<file path="src/rtl/memory_stage.sv">
// Memory (M) pipeline stage: issues loads and stores on the data bus,
// stalls until the bus completes, and forms the bundle for writeback.
// Non-memory instructions flow straight through combinationally.

package common_pkg;
  typedef logic [63:0] word_t;

  typedef struct packed {
    logic [31:0] instr;
    word_t       pc;
    word_t       aluout;
    word_t       writedata;
    logic [4:0]  dst;
    logic        regwrite;
    logic        memread;
    logic        memwrite;
    logic        memtoreg;
    logic [1:0]  msize;
    logic        mem_unsigned;
    logic        valid;
  } execute_data_t;

  typedef struct packed {
    logic [31:0] instr;
    word_t       pc;
    word_t       aluout;
    word_t       readdata;
    logic [4:0]  dst;
    logic        regwrite;
    logic        memtoreg;
    logic        valid;
  } memory_data_t;
endpackage

module memory_stage
  import common_pkg::*;
(
  input  logic          clk,
  input  logic          reset,
  input  execute_data_t dataE,
  input  logic          hold,
  output logic          dreq_valid,
  output word_t         dreq_addr,
  output logic [2:0]    dreq_size,
  output logic [7:0]    dreq_strobe,
  output word_t         dreq_data,
  input  logic          dresp_data_ok,
  input  word_t         dresp_data,
  output memory_data_t  dataM,
  output logic          stallM,
  output logic          misalign
);

  typedef enum logic [1:0] {IDLE, REQ, DONE} state_t;

  state_t     state, stateNext;
  logic [2:0] offset;
  logic       memOp, misaligned;
  logic [7:0] sizeMask;

  // request registers; the bus sees only these so fields stay stable in REQ
  word_t      reqAddr, reqData;
  logic [2:0] reqSize, reqOffset;
  logic [7:0] reqStrobe;
  logic [1:0] reqMsize;
  logic       reqUnsigned, reqLoad;

  word_t      lane, loadVal, rdataQ;

  assign offset = dataE.aluout[2:0];
  assign memOp  = dataE.valid & (dataE.memread | dataE.memwrite);

  // access-size byte mask and alignment check
  always_comb begin
    sizeMask   = 8'h01;
    misaligned = 1'b0;
    case (dataE.msize)
      2'd0: begin sizeMask = 8'h01; misaligned = 1'b0;        end
      2'd1: begin sizeMask = 8'h03; misaligned = offset[0];   end
      2'd2: begin sizeMask = 8'h0F; misaligned = |offset[1:0]; end
      default: begin sizeMask = 8'hFF; misaligned = |offset;  end
    endcase
  end

  // extract the addressed lane from the raw bus word and extend it
  always_comb begin
    lane    = dresp_data >> {reqOffset, 3'b000};
    loadVal = lane;
    case (reqMsize)
      2'd0: loadVal = reqUnsigned ? {56'b0, lane[7:0]}  : {{56{lane[7]}},  lane[7:0]};
      2'd1: loadVal = reqUnsigned ? {48'b0, lane[15:0]} : {{48{lane[15]}}, lane[15:0]};
      2'd2: loadVal = reqUnsigned ? {32'b0, lane[31:0]} : {{32{lane[31]}}, lane[31:0]};
      default: loadVal = lane;
    endcase
  end

  // state register
  always_ff @(posedge clk or negedge reset) begin
    if (!reset) state <= IDLE;
    else        state <= stateNext;
  end

  // latch the request as the FSM leaves IDLE
  always_ff @(posedge clk or negedge reset) begin
    if (!reset) begin
      reqAddr     <= '0;
      reqData     <= '0;
      reqSize     <= '0;
      reqStrobe   <= '0;
      reqOffset   <= '0;
      reqMsize    <= '0;
      reqUnsigned <= 1'b0;
      reqLoad     <= 1'b0;
    end else if (state == IDLE && stateNext == REQ) begin
      reqAddr     <= {dataE.aluout[63:3], 3'b000};
      reqData     <= dataE.writedata << {offset, 3'b000};
      reqSize     <= {1'b0, dataE.msize};
      reqStrobe   <= dataE.memwrite ? (sizeMask << offset) : 8'h00;
      reqOffset   <= offset;
      reqMsize    <= dataE.msize;
      reqUnsigned <= dataE.mem_unsigned;
      reqLoad     <= dataE.memread & ~dataE.memwrite;
    end
  end

  // capture load result on completion; stores leave zero
  always_ff @(posedge clk or negedge reset) begin
    if (!reset)                            rdataQ <= '0;
    else if (state == REQ && dresp_data_ok) rdataQ <= reqLoad ? loadVal : '0;
  end

  assign dreq_addr   = reqAddr;
  assign dreq_size   = reqSize;
  assign dreq_strobe = reqStrobe;
  assign dreq_data   = reqData;

  // next state, stall/misalign, and the writeback bundle
  always_comb begin
    stateNext      = state;
    stallM         = 1'b0;
    misalign       = 1'b0;
    dreq_valid     = 1'b0;
    dataM.instr    = dataE.instr;
    dataM.pc       = dataE.pc;
    dataM.aluout   = dataE.aluout;
    dataM.readdata = '0;
    dataM.dst      = dataE.dst;
    dataM.regwrite = dataE.regwrite;
    dataM.memtoreg = dataE.memtoreg;
    dataM.valid    = dataE.valid;
    case (state)
      IDLE: begin
        if (memOp && !misaligned) begin
          stallM    = 1'b1;
          stateNext = REQ;
        end else if (memOp) begin
          misalign       = 1'b1;
          dataM.regwrite = 1'b0;
        end
      end
      REQ: begin
        dreq_valid = 1'b1;
        stallM     = 1'b1;
        if (dresp_data_ok) stateNext = DONE;
      end
      DONE: begin
        dataM.readdata = rdataQ;
        if (!hold) stateNext = IDLE;
      end
      default: stateNext = IDLE;
    endcase
    // a stalled bundle must never reach writeback
    if (stallM) dataM.valid = 1'b0;
  end

endmodule

</file>
<file path="config.mk">
export PLATFORM = sky130hd
export DESIGN_NAME = memory_stage
export DESIGN_NICKNAME = d
export VERILOG_FILES = /design/src/rtl/memory_stage.sv
export SDC_FILE = /design/constraint.sdc
export NUM_CORES = 1
export LEC_CHECK = 0
export CAP_MARGIN = 20
export CORE_AREA = 5 5 258 260
export DETAILED_ROUTE_END_ITERATION = 8
export DIE_AREA = 0 0 263 265
export GPL_ROUTABILITY_DRIVEN = 0
export HOLD_SLACK_MARGIN = 0.02
export PLACE_DENSITY = 0.51
export SLEW_MARGIN = 40
export SYNTH_ARGS = -nofsm -noshare
export SYNTH_HDL_FRONTEND = slang
export SYNTH_SLANG_ARGS = --single-unit
</file>
<file path="constraint.sdc">
create_clock -name clk -period 2.4 [get_ports clk]
set_input_delay 0.36 -clock clk [delete_from_list [all_inputs] [get_ports clk]]
set_output_delay 0.36 -clock clk [all_outputs]
set_load 0.005 [all_outputs]
</file>
; Word level (Yosys, flattened, before mapping)
; Index checks and enable logic that the tools add are counted.
; W data, S select, Z words.
[word_totals]
input_bits = 305
out_inout_bits = 374
word_cells = 55
ff_bits = 206
[op_classes]
muxes = 23
n_bitwise = 4
n_eq_ne = 7
reduce_logical = 9
n_shift = 3
[op_table]
columns = cell, count
row1 = $mux W64, 5
row2 = $pmux W64 S3, 1
row3 = $shl A64 B6 Y64, 1
row4 = $shr A64 B6 Y64, 1
row5 = $pmux W8 S3, 1
row6 = $mux W1, 9
row7 = $eq A2 B1 Y1 const B, 4
row8 = $mux W8, 1
row9 = $shl A8 B3 Y8, 1
row10 = $eq A2 B2 Y1 const B, 3
row11 = $logic_not A2 Y1, 3
row12 = $mux W2, 3
row13 = $pmux W2 S3, 1
row14 = $logic_and A1 B1 Y1, 3
row15 = $pmux W1 S3, 1
row16 = $reduce_or A3 Y1, 1
row17 = $and A1 B1 Y1, 2
row18 = $pmux W1 S2, 1
row19 = $reduce_or A2 Y1, 1
row20 = $logic_not A1 Y1, 1
row21 = $not A1 Y1, 1
row22 = $or A1 B1 Y1, 1

; Longest topological paths before layout
[depth]
ltp_word = 8
ltp_mapped = 9
depth_no_buf = 6

; Worst setup path after synthesis
; Ideal clock, no wire load.
[synth_path]
path_type = reg-to-reg
start = register reqOffset[1]
end = register rdataQ[57]
required_time_ps = 2261
synth_period_minus_slack_ps = 2090
stages_incl_launch_ff = 8
path_slack_ps = 310
path_buffers = 2
arrival_ps = 1952
setup_ps = 139
path_cell_list = dfrtp_1 buf_6 mux2_4 mux4_2 and3_4 nor3_4 buf_6 o31ai_2
[synth_via]
elab_chain_cells = 4
elab_cells_between_ends = 6
classes_between = 1 x shift / 5 x mux
[synth_rtl]
columns = item, line
row1 = start: declaration, 63  ; logic [2:0] reqSize, reqOffset;
row2 = start signal: assignment, 119  ; reqOffset <= offset;
row3 = $shr A64 B6 Y64 *, 87  ; lane = dresp_data >> {reqOffset, 3'b000};
row4 = "$mux W64, on equally long branches", "92, 90, 91"
row5 = $pmux W64 S3 *, 89  ; case (reqMsize)
row6 = $mux W64 *, 129  ; else if (state == REQ && dresp_data_ok) rdataQ <= reqLoad ? loadVal : '0;
row7 = end signal: assignment, 129
row8 = end: declaration, 68  ; word_t lane, loadVal, rdataQ;
; Mark *: on every way between the ends. The rest lies on a longest branch, timed or not.
; A chain may end at the register's enable or synchronous reset.

==> impl_results.rst <==
.. list-table::
   :header-rows: 1

   * - Metric
     - Value
   * - Detailed-route via count
     - 12031
   * - Combined buffer and inverter count along the critical path
     - 2
   * - Skew final
     - 0.0111 ns
   * - Start-to-end type of the worst setup path
     - reg -> out
   * - Overflow left after global routing
     - 0
   * - Final worst setup slack
     - -0.0728 ns
   * - Critical Path Slowest Stage Cell
     - sky130_fd_sc_hd__clkdlybuf4s50_1
   * - Remaining antenna violation count
     - 0
   * - DRC
     - 0
   * - Result of the run
     - complete, but fails checks
   * - Initial antenna violation count
     - 0
   * - Cts bufs inserted
     - 26
   * - Max-capacitance violation count
     - 0
   * - Count of unique library cells instantiated by Yosys
     - 52
   * - Cell depth of the worst flop-to-flop path
     - 7
   * - Number of warning messages in the yosys log
     - 0
   * - Number of slew-limit violations in the final report
     - 0
   * - Classification of the worst-slack hold path
     - in -> reg
   * - Area occupied by multi-input gates
     - 6250 um^2
   * - Htree depth
     - 1
   * - Hold Path Sink
     - reqUnsigned$_DFFE_PN0P_
   * - Post-Place Worst Slack
     - -0.211 ns
   * - Hold path depth
     - 3
   * - Largest net degree at the start of global routing
     - 75
   * - Most common cell after layout, fill and taps aside
     - sky130_fd_sc_hd__clkdlybuf4s50_1
   * - Chip Height
     - 265 um
   * - # setup viols final
     - 21
   * - Post-Synthesis Cells
     - 1474
   * - WP data arrival
     - 2.11 ns
   * - Startpoint of the worst-slack reg-to-reg timing path
     - reqOffset[1]$_DFFE_PN0P_
   * - First-pass GRT wire length
     - 83.9 mm
   * - Fmax
     - 404 MHz
   * - Number of enable flip-flop cells after synthesis
     - 0
   * - Full die area
     - 69700 um^2
   * - First-pass detailed-route iteration total
     - 5
   * - Ratio of final minimum period to clock period
     - 103%
   * - Post-synthesis async set-or-reset flop share
     - 100%
   * - Std cell rows
     - 93
   * - Remaining max-slew budget at the tightest pin
     - 49.6%
   * - Prevailing post-synth register cell
     - sky130_fd_sc_hd__dfrtp_1
   * - Combined global-route utilization of all metal layers
     - 15.3%
   * - TritonCTS clock tree
     - done
   * - Via count of the first global-routing pass
     - 12693
   * - Family with the most delay on the worst path
     - buffers and inverters
   * - Hold path startpoint
     - dataE[1]
   * - CP cell instances
     - nor2b_4 -> buf_12 -> and2_2 -> clkdlybuf4s50_1
   * - Estimated wirelength of the detail-placed design
     - 43.4 mm
   * - Diodes inserted
     - 0
   * - Total Nets Final
     - 2104
   * - Leakage component of the power
     - 8.24 nW
   * - Post-route minimum period
     - 2.47 ns
   * - Top fanout value on the critical path
     - 33
   * - Total negative slack
     - -0.780 ns
   * - Non-filler instance count after layout
     - 2672
   * - Measured slew at the worst slew-check pin
     - 0.757 ns
   * - Avg Cell Area, Syn
     - 8.93 um^2
   * - Post-synthesis to final-layout area growth
     - 45.1%
   * - Initial drt markers
     - 786
   * - Sequential area share after synthesis
     - 39.2%
   * - Commonest non-fill, non-tap cells in the layout
     - 419 x sky130_fd_sc_hd__clkdlybuf4s50_1, 358 x sky130_fd_sc_hd__nand2_1, 203 x sky130_fd_sc_hd__dfrtp_1
   * - Cell total after placement
     - 2618
   * - Required time worst endpoint
     - 2.04 ns
   * - Avg WL per Cell
     - 21.1 um
   * - Synth Cell Area
     - 13200 um^2
   * - Slowest cell delay on critical path
     - 0.53 ns
   * - Violations in the final reports
     - negative setup slack
   * - Effective utilization at floorplan
     - 20.6%
   * - Worst reg2reg setup slack
     - 0.08 ns
   * - Count of input and output buffers
     - 470
   * - Highest ir drop seen on vdd
     - 0.432 mV
   * - Count of state elements after synthesis
     - 206
   * - Area of the placeable core
     - 63900 um^2
   * - Number of inserted filler cells in the final layout
     - 6673
   * - Clock transition at the registers of the reported paths
     - 0.06 ns
   * - Type of origin of the critical path
     - flip-flop
   * - I/O pin count
     - 679
   * - Final Routed Wirelength
     - 56.4 mm
   * - Via/cell ratio
     - 4.50
   * - Root cell of the clock tree
     - sky130_fd_sc_hd__clkbuf_16
   * - Worst setup EP type
     - output pin
   * - FF/Latch Area
     - 5160 um^2
   * - Worst Hold Margin
     - 0.373 ns
   * - Power per unit of standard cell area
     - 891 nW/um^2
   * - Share of cells above drive strength 1
     - 14.3%
   * - Critical path launch point
     - state[0]$_DFF_PN0_
   * - Number of sinks on the clock net
     - 206
   * - Total count of hold-check failures in the final report
     - 0
   * - Die Wd
     - 263 um
   * - Terminus of the critical flop-to-flop path
     - rdataQ[59]$_DFFE_PN0P_
   * - RSZ-0062 raised after global routing
     - true
   * - Clock latency at the later pin of the worst-skew pair
     - 0.54 ns
   * - Clock Tree Buf Depth
     - 3
worst max path at each step:
stage / cells after the start / end
2_1_floorplan: 7 / rdataQ[57]$_DFFE_PN0P_
3_3_place_gp: 7 / rdataQ[63]$_DFFE_PN0P_
3_5_place_dp: 7 / rdataQ[58]$_DFFE_PN0P_
4_1_cts: 4 / dataM[63]
5_1_grt: 4 / dataM[63]
6_report: 4 / dataM[63]
stage by stage:
| step | area, um^2 | total power, mW | util [%] |
|---|---|---|---|
| floorplan | 13200 | 9.00 | - |
| global placement | 18100 | 12.8 | 28.3 |
| detailed placement | 18100 | 12.8 | 28.3 |
| CTS | 19100 | 17.2 | 29.9 |
| global route | 19100 | 18.1 | 29.9 |
| finish | 19100 | 17.0 | 29.9 |
final cells by class:
type	count	share of cell area [%]
multi-input combinational	981	32.7
timing repair buffer	576	29.8
sequential	206	27.0
tap	855	5.60
clock buffer	37	4.05
clock inverter	9	0.701
inverter	8	0.157
routing by layer:
metal  GRT usage (%)  share of wire [%]  wire length (um)  vias up
met5               0                  0                 0        -
met4            4.82                3.4              1890        0
met3            4.92                8.8              4980       93
met2            25.4                 47             26300      590
met1            19.1                 41             23300     5809
li1                -                  -                 -     5539
sequential cells by signal (all words and copies together) (netlist names):
signal	flops
reqUnsigned	1
reqMsize	2
dreq_addr	61
rdataQ	64
state	2
reqOffset	3
reqLoad	1
dreq_data	64
dreq_strobe	8
report_power, final:
| part | switching [mW] | internal, mW |
|---|---|---|
| Combinational | 3.65 | 3.73 |
| Sequential | 0.784 | 4.67 |
| Clock | 1.63 | 2.56 |
worst reg2reg max path, cell delays in order (launching register included):
cell	delay [ns]
sky130_fd_sc_hd__dfrtp_2	0.41
sky130_fd_sc_hd__buf_12	0.15
sky130_fd_sc_hd__mux2_4	0.33
sky130_fd_sc_hd__mux4_2	0.50
sky130_fd_sc_hd__and3_4	0.21
sky130_fd_sc_hd__nor3_4	0.20
sky130_fd_sc_hd__buf_12	0.25
sky130_fd_sc_hd__o31ai_2	0.13
synthesized netlist by cell type (6+ instances only):
master,count,share of area (%)
sky130_fd_sc_hd__o31ai_1,26,1.5
sky130_fd_sc_hd__buf_4,175,10
sky130_fd_sc_hd__o21ai_2,24,1.6
sky130_fd_sc_hd__o211ai_1,21,1.2
sky130_fd_sc_hd__a21oi_1,52,2.0
sky130_fd_sc_hd__a2bb2oi_1,7,0.47
sky130_fd_sc_hd__nor2_1,75,2.1
sky130_fd_sc_hd__o21a_1,18,1.0
sky130_fd_sc_hd__mux2i_1,70,5.3
sky130_fd_sc_hd__o221ai_1,8,0.53
sky130_fd_sc_hd__mux4_2,38,6.5
sky130_fd_sc_hd__mux2_2,12,1.0
sky130_fd_sc_hd__clkbuf_1,76,2.2
sky130_fd_sc_hd__o21ai_0,49,1.9
sky130_fd_sc_hd__nand2_1,360,10
sky130_fd_sc_hd__nor2b_1,27,1.3
sky130_fd_sc_hd__o21ai_1,21,0.80
sky130_fd_sc_hd__o31ai_2,6,0.57
sky130_fd_sc_hd__and2_1,68,3.2
sky130_fd_sc_hd__dfrtp_1,206,39
sky130_fd_sc_hd__buf_2,21,0.80
sky130_fd_sc_hd__nand3_1,12,0.46
sky130_fd_sc_hd__a211oi_1,30,1.7
sky130_fd_sc_hd__a31oi_1,9,0.43
what timing repair did:
item	4_1_cts	5_1_grt
endpoints found under the hold margin	53	0
cloned	2	0
pin swaps	1	1
setup buffers	4	1
gates resized for setup	55	3
endpoints found under the setup margin	68	33
hold buffers	1	0
cells by family after synthesis:
group / Yosys count / share of synthesized area, %
other: 1 / 0.0285
multiplexers: 124 / 13.3
AND/OR/NAND/NOR: 561 / 18.6
buffers and inverters: 290 / 13.7
AO/OA/AOI/OAI: 292 / 15.2
flip-flops: 206 / 39.2
Note: power is estimated with default switching activity, not from simulation.
